**config.mk**
```make
export PLATFORM = sky130hd
export DESIGN_NAME = board_scanner
export DESIGN_NICKNAME = d
export VERILOG_FILES = /design/src/rtl/board_scanner_pkg.sv /design/src/rtl/delay_line.sv /design/src/rtl/board_scanner.sv
export SDC_FILE = /design/constraint.sdc
export NUM_CORES = 1
export LEC_CHECK = 0
export ABC_CLOCK_PERIOD_IN_PS = 2400
export CORE_MARGIN = 5
export CORE_UTILIZATION = 50
export CTS_CLUSTER_DIAMETER = 80
export DETAILED_ROUTE_END_ITERATION = 10
export PLACE_DENSITY = 0.78
export SYNTH_ARGS = -nofsm -noshare
export SYNTH_HDL_FRONTEND = slang
export SYNTH_SLANG_ARGS = --single-unit
export TNS_END_PERCENT = 5
```
**constraint.sdc**
```tcl
create_clock -name clk_in -period 2.4 [get_ports clk_in]
set_clock_uncertainty 0.15 [all_clocks]
set_input_delay 0.6 -clock clk_in [delete_from_list [all_inputs] [get_ports clk_in]]
set_output_delay 0.6 -clock clk_in [all_outputs]
set_load 0.02 [all_outputs]
```
**src/rtl/board_scanner_pkg.sv**
```systemverilog
// Shared board geometry, xvga count types and the timing bundle carried
// alongside each pixel through the scanner.
package board_scanner_pkg;
  localparam int BOARD_SIZE       = 512;
  localparam int LOG_BOARD_SIZE   = $clog2(BOARD_SIZE);
  localparam int HCOUNT_WIDTH     = 11;
  localparam int VCOUNT_WIDTH     = 10;
  localparam int WORD_WIDTH       = 16;
  localparam int WORD_IDX_WIDTH   = 2 * LOG_BOARD_SIZE - $clog2(WORD_WIDTH);
  localparam int BOARD_ADDR_WIDTH = 1 + WORD_IDX_WIDTH;

  typedef logic [HCOUNT_WIDTH-1:0]     hcount_t;
  typedef logic [VCOUNT_WIDTH-1:0]     vcount_t;
  typedef logic [BOARD_ADDR_WIDTH-1:0] board_addr_t;

  typedef struct packed {
    hcount_t hcount;
    vcount_t vcount;
  } pos_t;

  typedef struct packed {
    pos_t pos;
    logic hsync;
    logic vsync;
    logic blank;
  } timing_t;

  // Blanked, sync-inactive pixel at the origin.
  localparam timing_t TIMING_RESET = '{pos: '0, hsync: 1'b1, vsync: 1'b1, blank: 1'b1};

  function automatic logic in_board(input hcount_t h, input vcount_t v);
    return (h < hcount_t'(BOARD_SIZE)) && (v < vcount_t'(BOARD_SIZE));
  endfunction
endpackage

```
**src/rtl/delay_line.sv**
```systemverilog
// Fixed-depth register pipeline with synchronous reset to a constant.
module delay_line #(
  parameter int               WIDTH       = 1,
  parameter int               DEPTH       = 1,
  parameter logic [WIDTH-1:0] RESET_VALUE = '0
) (
  input  logic             clk_i,
  input  logic             rst_i,
  input  logic [WIDTH-1:0] d_i,
  output logic [WIDTH-1:0] q_o
);
  logic [DEPTH-1:0][WIDTH-1:0] pipe_q;

  always_ff @(posedge clk_i) begin
    if (rst_i) begin
      pipe_q <= {DEPTH{RESET_VALUE}};
    end else begin
      pipe_q[0] <= d_i;
      for (int i = 1; i < DEPTH; i++) pipe_q[i] <= pipe_q[i-1];
    end
  end

  assign q_o = pipe_q[DEPTH-1];
endmodule

```
**src/rtl/board_scanner.sv**
```systemverilog
// Raster-order board reader: fetches one BRAM word per WORD_WIDTH pixels and
// presents per-pixel cell state aligned with the delayed xvga timing.
module board_scanner #(
  parameter  int WORD_WIDTH   = board_scanner_pkg::WORD_WIDTH,
  parameter  int READ_LATENCY = 2,
  localparam int LW           = $clog2(WORD_WIDTH),
  localparam int AW           = 1 + 2 * board_scanner_pkg::LOG_BOARD_SIZE - LW
) (
  input  logic                       clk_in,
  input  logic                       rst_in,
  input  board_scanner_pkg::hcount_t hcount_in,
  input  board_scanner_pkg::vcount_t vcount_in,
  input  logic                       hsync_in,
  input  logic                       vsync_in,
  input  logic                       blank_in,
  input  logic                       buf_sel_in,
  output logic                       rd_en_out,
  output logic [AW-1:0]              rd_addr_out,
  input  logic [WORD_WIDTH-1:0]      rd_data_in,
  output logic                       cell_alive_out,
  output board_scanner_pkg::hcount_t hcount_out,
  output board_scanner_pkg::vcount_t vcount_out,
  output logic                       hsync_out,
  output logic                       vsync_out,
  output logic                       blank_out,
  output logic                       frame_done_out
);
  import board_scanner_pkg::*;

  localparam int WIDX_W = AW - 1;
  localparam int WPR    = BOARD_SIZE / WORD_WIDTH;
  localparam int L      = READ_LATENCY + 1;

  typedef struct packed {
    logic          fetch;
    logic [LW-1:0] low;
    logic          vis;
    logic          last;
  } tag_t;

  timing_t             tim_d, tim_q;
  tag_t                tag_d, tag_q;
  logic                first_px, inb, buf_eff;
  logic [WIDX_W-1:0]   word_idx;
  logic [WORD_WIDTH-1:0] sel_word;

  logic                buf_q, frame_valid_q, rd_en_q, cell_alive_q, frame_done_q;
  logic [AW-1:0]       rd_addr_q;
  logic [WORD_WIDTH-1:0] cur_word_q;

  always_comb begin
    first_px = (hcount_in == '0) && (vcount_in == '0);
    inb      = in_board(hcount_in, vcount_in);
    // The origin fetch already uses the buffer being latched this cycle.
    buf_eff  = first_px ? buf_sel_in : buf_q;
    word_idx = WIDX_W'(vcount_in[LOG_BOARD_SIZE-1:0]) * WIDX_W'(WPR)
             + WIDX_W'(hcount_in[LOG_BOARD_SIZE-1:0] >> LW);
    tag_d.fetch = inb && (hcount_in[LW-1:0] == '0);
    tag_d.low   = hcount_in[LW-1:0];
    tag_d.vis   = inb && !blank_in;
    tag_d.last  = (hcount_in == hcount_t'(BOARD_SIZE - 1)) &&
                  (vcount_in == vcount_t'(BOARD_SIZE - 1));
    tim_d = '{pos: '{hcount: hcount_in, vcount: vcount_in},
              hsync: hsync_in, vsync: vsync_in, blank: blank_in};
    // Word arriving this cycle is used directly; later pixels use the copy.
    sel_word = tag_q.fetch ? rd_data_in : cur_word_q;
  end

  delay_line #(.WIDTH($bits(timing_t)), .DEPTH(L), .RESET_VALUE(TIMING_RESET)) u_tim_dly (
    .clk_i(clk_in), .rst_i(rst_in), .d_i(tim_d), .q_o(tim_q)
  );

  delay_line #(.WIDTH($bits(tag_t)), .DEPTH(READ_LATENCY), .RESET_VALUE('0)) u_tag_dly (
    .clk_i(clk_in), .rst_i(rst_in), .d_i(tag_d), .q_o(tag_q)
  );

  always_ff @(posedge clk_in) begin
    if (rst_in) begin
      buf_q         <= 1'b0;
      frame_valid_q <= 1'b0;
      rd_en_q       <= 1'b0;
      rd_addr_q     <= '0;
      cur_word_q    <= '0;
      cell_alive_q  <= 1'b0;
      frame_done_q  <= 1'b0;
    end else begin
      if (first_px) buf_q <= buf_sel_in;
      rd_en_q <= tag_d.fetch;
      if (tag_d.fetch) rd_addr_q <= {buf_eff, word_idx};
      if (tag_q.fetch) cur_word_q <= rd_data_in;
      cell_alive_q <= tag_q.vis && sel_word[tag_q.low];
      frame_done_q <= tag_q.last && frame_valid_q;
      if (first_px) frame_valid_q <= 1'b1;
      else if (tag_q.last && frame_valid_q) frame_valid_q <= 1'b0;
    end
  end

  assign rd_en_out      = rd_en_q;
  assign rd_addr_out    = rd_addr_q;
  assign cell_alive_out = cell_alive_q;
  assign frame_done_out = frame_done_q;
  assign hcount_out     = tim_q.pos.hcount;
  assign vcount_out     = tim_q.pos.vcount;
  assign hsync_out      = tim_q.hsync;
  assign vsync_out      = tim_q.vsync;
  assign blank_out      = tim_q.blank;
endmodule

```
Word level (Yosys, flattened, before mapping)
Cells that the tools add are included.
- magnitude comparators: 3
- equality and inequality tests: 2
- reduce and logical (&&, ||, !) cells: 12
- mux-type cells: 6
- add/subtract/negate cells: 1
- operator list (kind ; count):
    16-bit two-way mux ; 1
    14-bit by 5-bit adder with 14-bit output ; 1
    11-bit by 9-bit == test with 1-bit output (second input constant) ; 1
    11-bit zero test ; 1
    11-bit by 10-bit < comparator with 1-bit output (second input constant) ; 1
    10-bit by 9-bit == test with 1-bit output (second input constant) ; 1
    10-bit zero test ; 1
    10-bit < comparator (second input constant) ; 1
    1-bit logical AND ; 7
    4-bit by 5-bit < comparator with 1-bit output (second input constant) ; 1
    1-bit binary-select mux with 4-bit select ; 1
    4-bit zero test ; 1
    1-bit two-way mux ; 4
    2-bit nonzero test ; 1
    1-bit zero test ; 1
- output and inout port bits: 42
- input port bits: 43
- register bits: 122

Longest topological paths before layout
- depth in word-level cells: 4
- depth in mapped cells: 6
- mapped depth without buffers: 4

Modules after synthesis
A second synthesis with hierarchy kept.
- cells, all modules: 380
- area total of the unflattened synthesis: 4225.3 sq um
- by module, submodules not included (module ; cells each ; instances ; seq. area each (sq um) ; area each (sq um)):
    delay_line (u_tim_dly) ; 176 ; 1 ; 1441.4 ; 2124.5
    board_scanner ; 168 ; 1 ; 720.7 ; 1640.3
    delay_line (u_tag_dly) ; 36 ; 1 ; 280.3 ; 460.4

Least setup slack after synthesis
No wires, ideal clock.
- kind: input to register
- from: in rd_data_in[12]
- to: reg cell_alive_q (netlist: cell_alive_out)
- setup time: 0.136 ns
- slack: 0.511 ns
- arrival: 1.604 ns
- data required time: 2.114 ns
- stages: 4
- path buffers: 0
- cells stage by stage: mux4_1 mux2_2 o311ai_2 a211oi_1
- longest elaborated chain between the ends: 4
- RTL lines (what ; line ; RTL):
    start, declared ; board_scanner.sv:19 ; input logic [WORD_WIDTH-1:0] rd_data_in,
    16-bit two-way mux ; -- ;
    1-bit binary-select mux with 4-bit select ; board_scanner.sv:91 ; cell_alive_q <= tag_q.vis && sel_word[tag_q.low];
    1-bit two-way mux (implied by the code) ; board_scanner.sv:91 ;
    1-bit logical AND ; board_scanner.sv:91 ;
    end signal, assigned ; board_scanner.sv:91 ;
    end, declared ; board_scanner.sv:47 ; logic buf_q, frame_valid_q, rd_en_q, cell_alive_q, frame_done_q;
No other way between the ends. The select of a mux whose other input is x is not followed.
A chain may end at the register's enable or synchronous reset.

Final worst setup path
- from: reg rd_addr_q[4] (netlist: rd_addr_out[4])
- to: out rd_addr_out[4]
- RTL lines (what ; line ; RTL):
    start, declared ; board_scanner.sv:48 ; logic [AW-1:0] rd_addr_q;
    start signal, assigned ; board_scanner.sv:89 ; if (tag_d.fetch) rd_addr_q <= {buf_eff, word_idx};
    end, declared ; board_scanner.sv:18 ; output logic [AW-1:0] rd_addr_out,
No word-level cell between the ends.

==> flow_summary.toml <==
[run_status]
status = "finished clean"

[detailed_routing]
vias = 2531
remaining_drc_errors = 0
ant_nets = 0
wl_mm = 7.35
drt_iter0_drc = 77
firstDrtPassIters = 6
wl_per_cell_um = 13.8
vias_per_cell = 4.74

[floorplan]
die_height_um = 97.8
die_x_um = 97.8
core_area_mm2 = 0.00761
die-area_mm2 = 0.00956
start_util_pct = 50.6
ios = 85
row_count = 32

[sta]
fin_hold_ws_ns = 0.261
rsz0062_at_grt = "false"
setup_violations = 0
slew_viol_final = 0
hold_viol_final = 0
relSlewSlack_pct = 64.0
fin_crit_sh_pct = 92.4
setup_tns_ns = 0
tightestPinTransition_ns = 0.538
finalCriticalPeriod_ns = 2.22
clock.fmax_ghz = 0.451

[yosys]
synth.net_count = 390
ys_top_cells_by_area = "dfxtp_1 (59%), nor2b_1 (11%), mux2i_1 (4.7%), buf_4 (4.1%), mux4_1 (3.4%)"
yosys_warnings = 0
synth_cell_types = 30
netlist_instances = 347
synth_edf_count = 0
ys_async_sr_fraction_pct = 0
syn_area_mm2 = 0.00385
postSynthAreaPerCell_um2 = 11.1
ys_seq_elements = 113
synthFlopType = "dfxtp_1"
synth_top_area_share_pct = 58.7
synth-seq-area-share_pct = 58.7
synth_top_area_cell = "dfxtp_1"

[placement]
place_congestion = 0.800
io_buffers = 84
hpwl_mm = 5.14

[power]
p_leak_nw = 1.97
power_density_mw_per_mm2 = 917
vdd_drop_max_uv = 568

[finish]
fin_nets = 462
area_growth_pct = 36.5
layout_common_cells = "dfxtp_1 (113), clkdlybuf4s50_1 (83), nor2b_1 (67), nand2_1 (29), nor2_1 (20)"
diodes = 0
layout_commonest_cell = "dfxtp_1"
drive_gt1_share_pct = 13.4

[worst_setup_path]
crit_chain = "clkdlybuf4s50_1"
crit_path_end_kind = "output pin"
crit_family = "buffers and inverters"
critPathArrivalTime_ns = 1.47
r2r_start = "u_tag_dly.q_o[6]"
critPathRequiredTime_ns = 1.65
rr_worst_depth = 5
crit_slowest_cell = "clkdlybuf4s50_1"
endpoint = "rd_addr_out[4]"
path_max_fanout = 2
ff2ff_setup_slack_ns = 0.47
slowest_delay_ns = 0.63
start_kind = "register"
critical_path_depth = 1
critPathBufInv = 1
crit-reg2reg-capture = "cell_alive_out"
cp-startpoint = "rd_addr_out[4]"
crit_type = "reg -> out"

[clocking]
root_buffer = "clkbuf_8"
ctsHoldBuffers = 0
cts_resized = 0
cts_tree = "built"
htree_levels = 4
post_cts_buffers = 0
cts_buffers = 17
clk_pin_slew_ns = 0.05
cts_sinks = 113
clkLatencyLatePin_ns = 0.49
clockBufferDepth = 2

[run]
maxCapViolCount = 0

[min_path]
hold_start = "u_tim_dly.pipe_q[0]"
hold_path.class = "reg -> reg"

[global_routing]
grt_pass1_wl_mm = 12.1
grt_start_max_net_pins = 42
grt_usage_pct = 16.0
antenna_found_initial = 0
gr-total-overflow = 0
grt_pass1_vias = 2581
sequential cells by signal, indices dropped and copies added (netlist names):
register,count
buf_q,1
cell_alive_out,1
cur_word_q,16
frame_done_out,1
frame_valid_q,1
rd_addr_out,15
u_tag_dly.pipe_q,3
u_tag_dly.q_o,7
u_tim_dly.pipe_q,44
u_tim_dly.q_o,24
worst min path at each step:
stage / to / slack, ns / cells past startpoint
6_report: u_tim_dly.pipe_q[24] / 0.26 / 1
5_1_grt: u_tim_dly.pipe_q[25] / 0.28 / 1
2_1_floorplan: u_tim_dly.pipe_q[24] / 0.24 / 1
3_5_place_dp: u_tim_dly.pipe_q[24] / 0.25 / 1
3_3_place_gp: u_tim_dly.pipe_q[25] / 0.24 / 1
4_1_cts: u_tim_dly.pipe_q[24] / 0.26 / 1
layout make-up:
type	count	area, um2
fill	557	2350
sequential	113	2260
multi-input combinational	191	1300
timing repair buffer	94	913
clock buffer	19	442
clock inverter	13	209
tap	102	128
inverter	2	7.51
layer usage:
layer  global-route usage, %  up-vias  part of all wire (%)
met1                    19.1     1180                    45
met2                    25.1       75                    47
met5                       0        -                     0
li1                        -     1270                     -
met4                    7.67        0                   1.4
met3                    6.86        6                   6.3
cell usage after synthesis (all sizes together), types with 4 or more instances:
| library cell | count |
|---|---|
| dfxtp | 113 |
| nor2b | 67 |
| nand2 | 29 |
| buf | 27 |
| nor2 | 20 |
| mux2i | 18 |
| a21oi | 16 |
| clkbuf | 13 |
| or2 | 9 |
| mux4 | 8 |
| nor4 | 6 |
| nand4 | 4 |
metrics by stage:
| step | total power (W) | cells | cell area, um2 | setup WS, ns | utilization [%] |
|---|---|---|---|---|---|
| 2_1_floorplan | 0.00208 | 347 | 3850 | 0.511 | - |
| 3_3_place_gp | 0.00219 | 502 | 4610 | 0.0392 | 60.6 |
| 3_5_place_dp | 0.00220 | 502 | 4610 | -0.0557 | 60.6 |
| 4_1_cts | 0.00487 | 534 | 5260 | 0.158 | 69.1 |
| 5_1_grt | 0.00499 | 534 | 5260 | 0.105 | 69.1 |
| 6_report | 0.00482 | 534 | 5260 | 0.182 | 69.1 |
where the power goes:
| group | internal [W] | switching (W) |
|---|---|---|
| Sequential | 0.00193 | 0.0000131 |
| Combinational | 0.000123 | 0.0000942 |
| Clock | 0.00184 | 0.000818 |
kinds of logic after synthesis:
kind of cell / Yosys count / synth area share (%)
and+or+nand+nor: 141 / 19.8
AOI/OAI and AO/OA: 22 / 3.48
muxes: 28 / 10.4
DFF: 113 / 58.7
buffers and inverters: 43 / 7.57
Power figures use the tool's default switching activity.
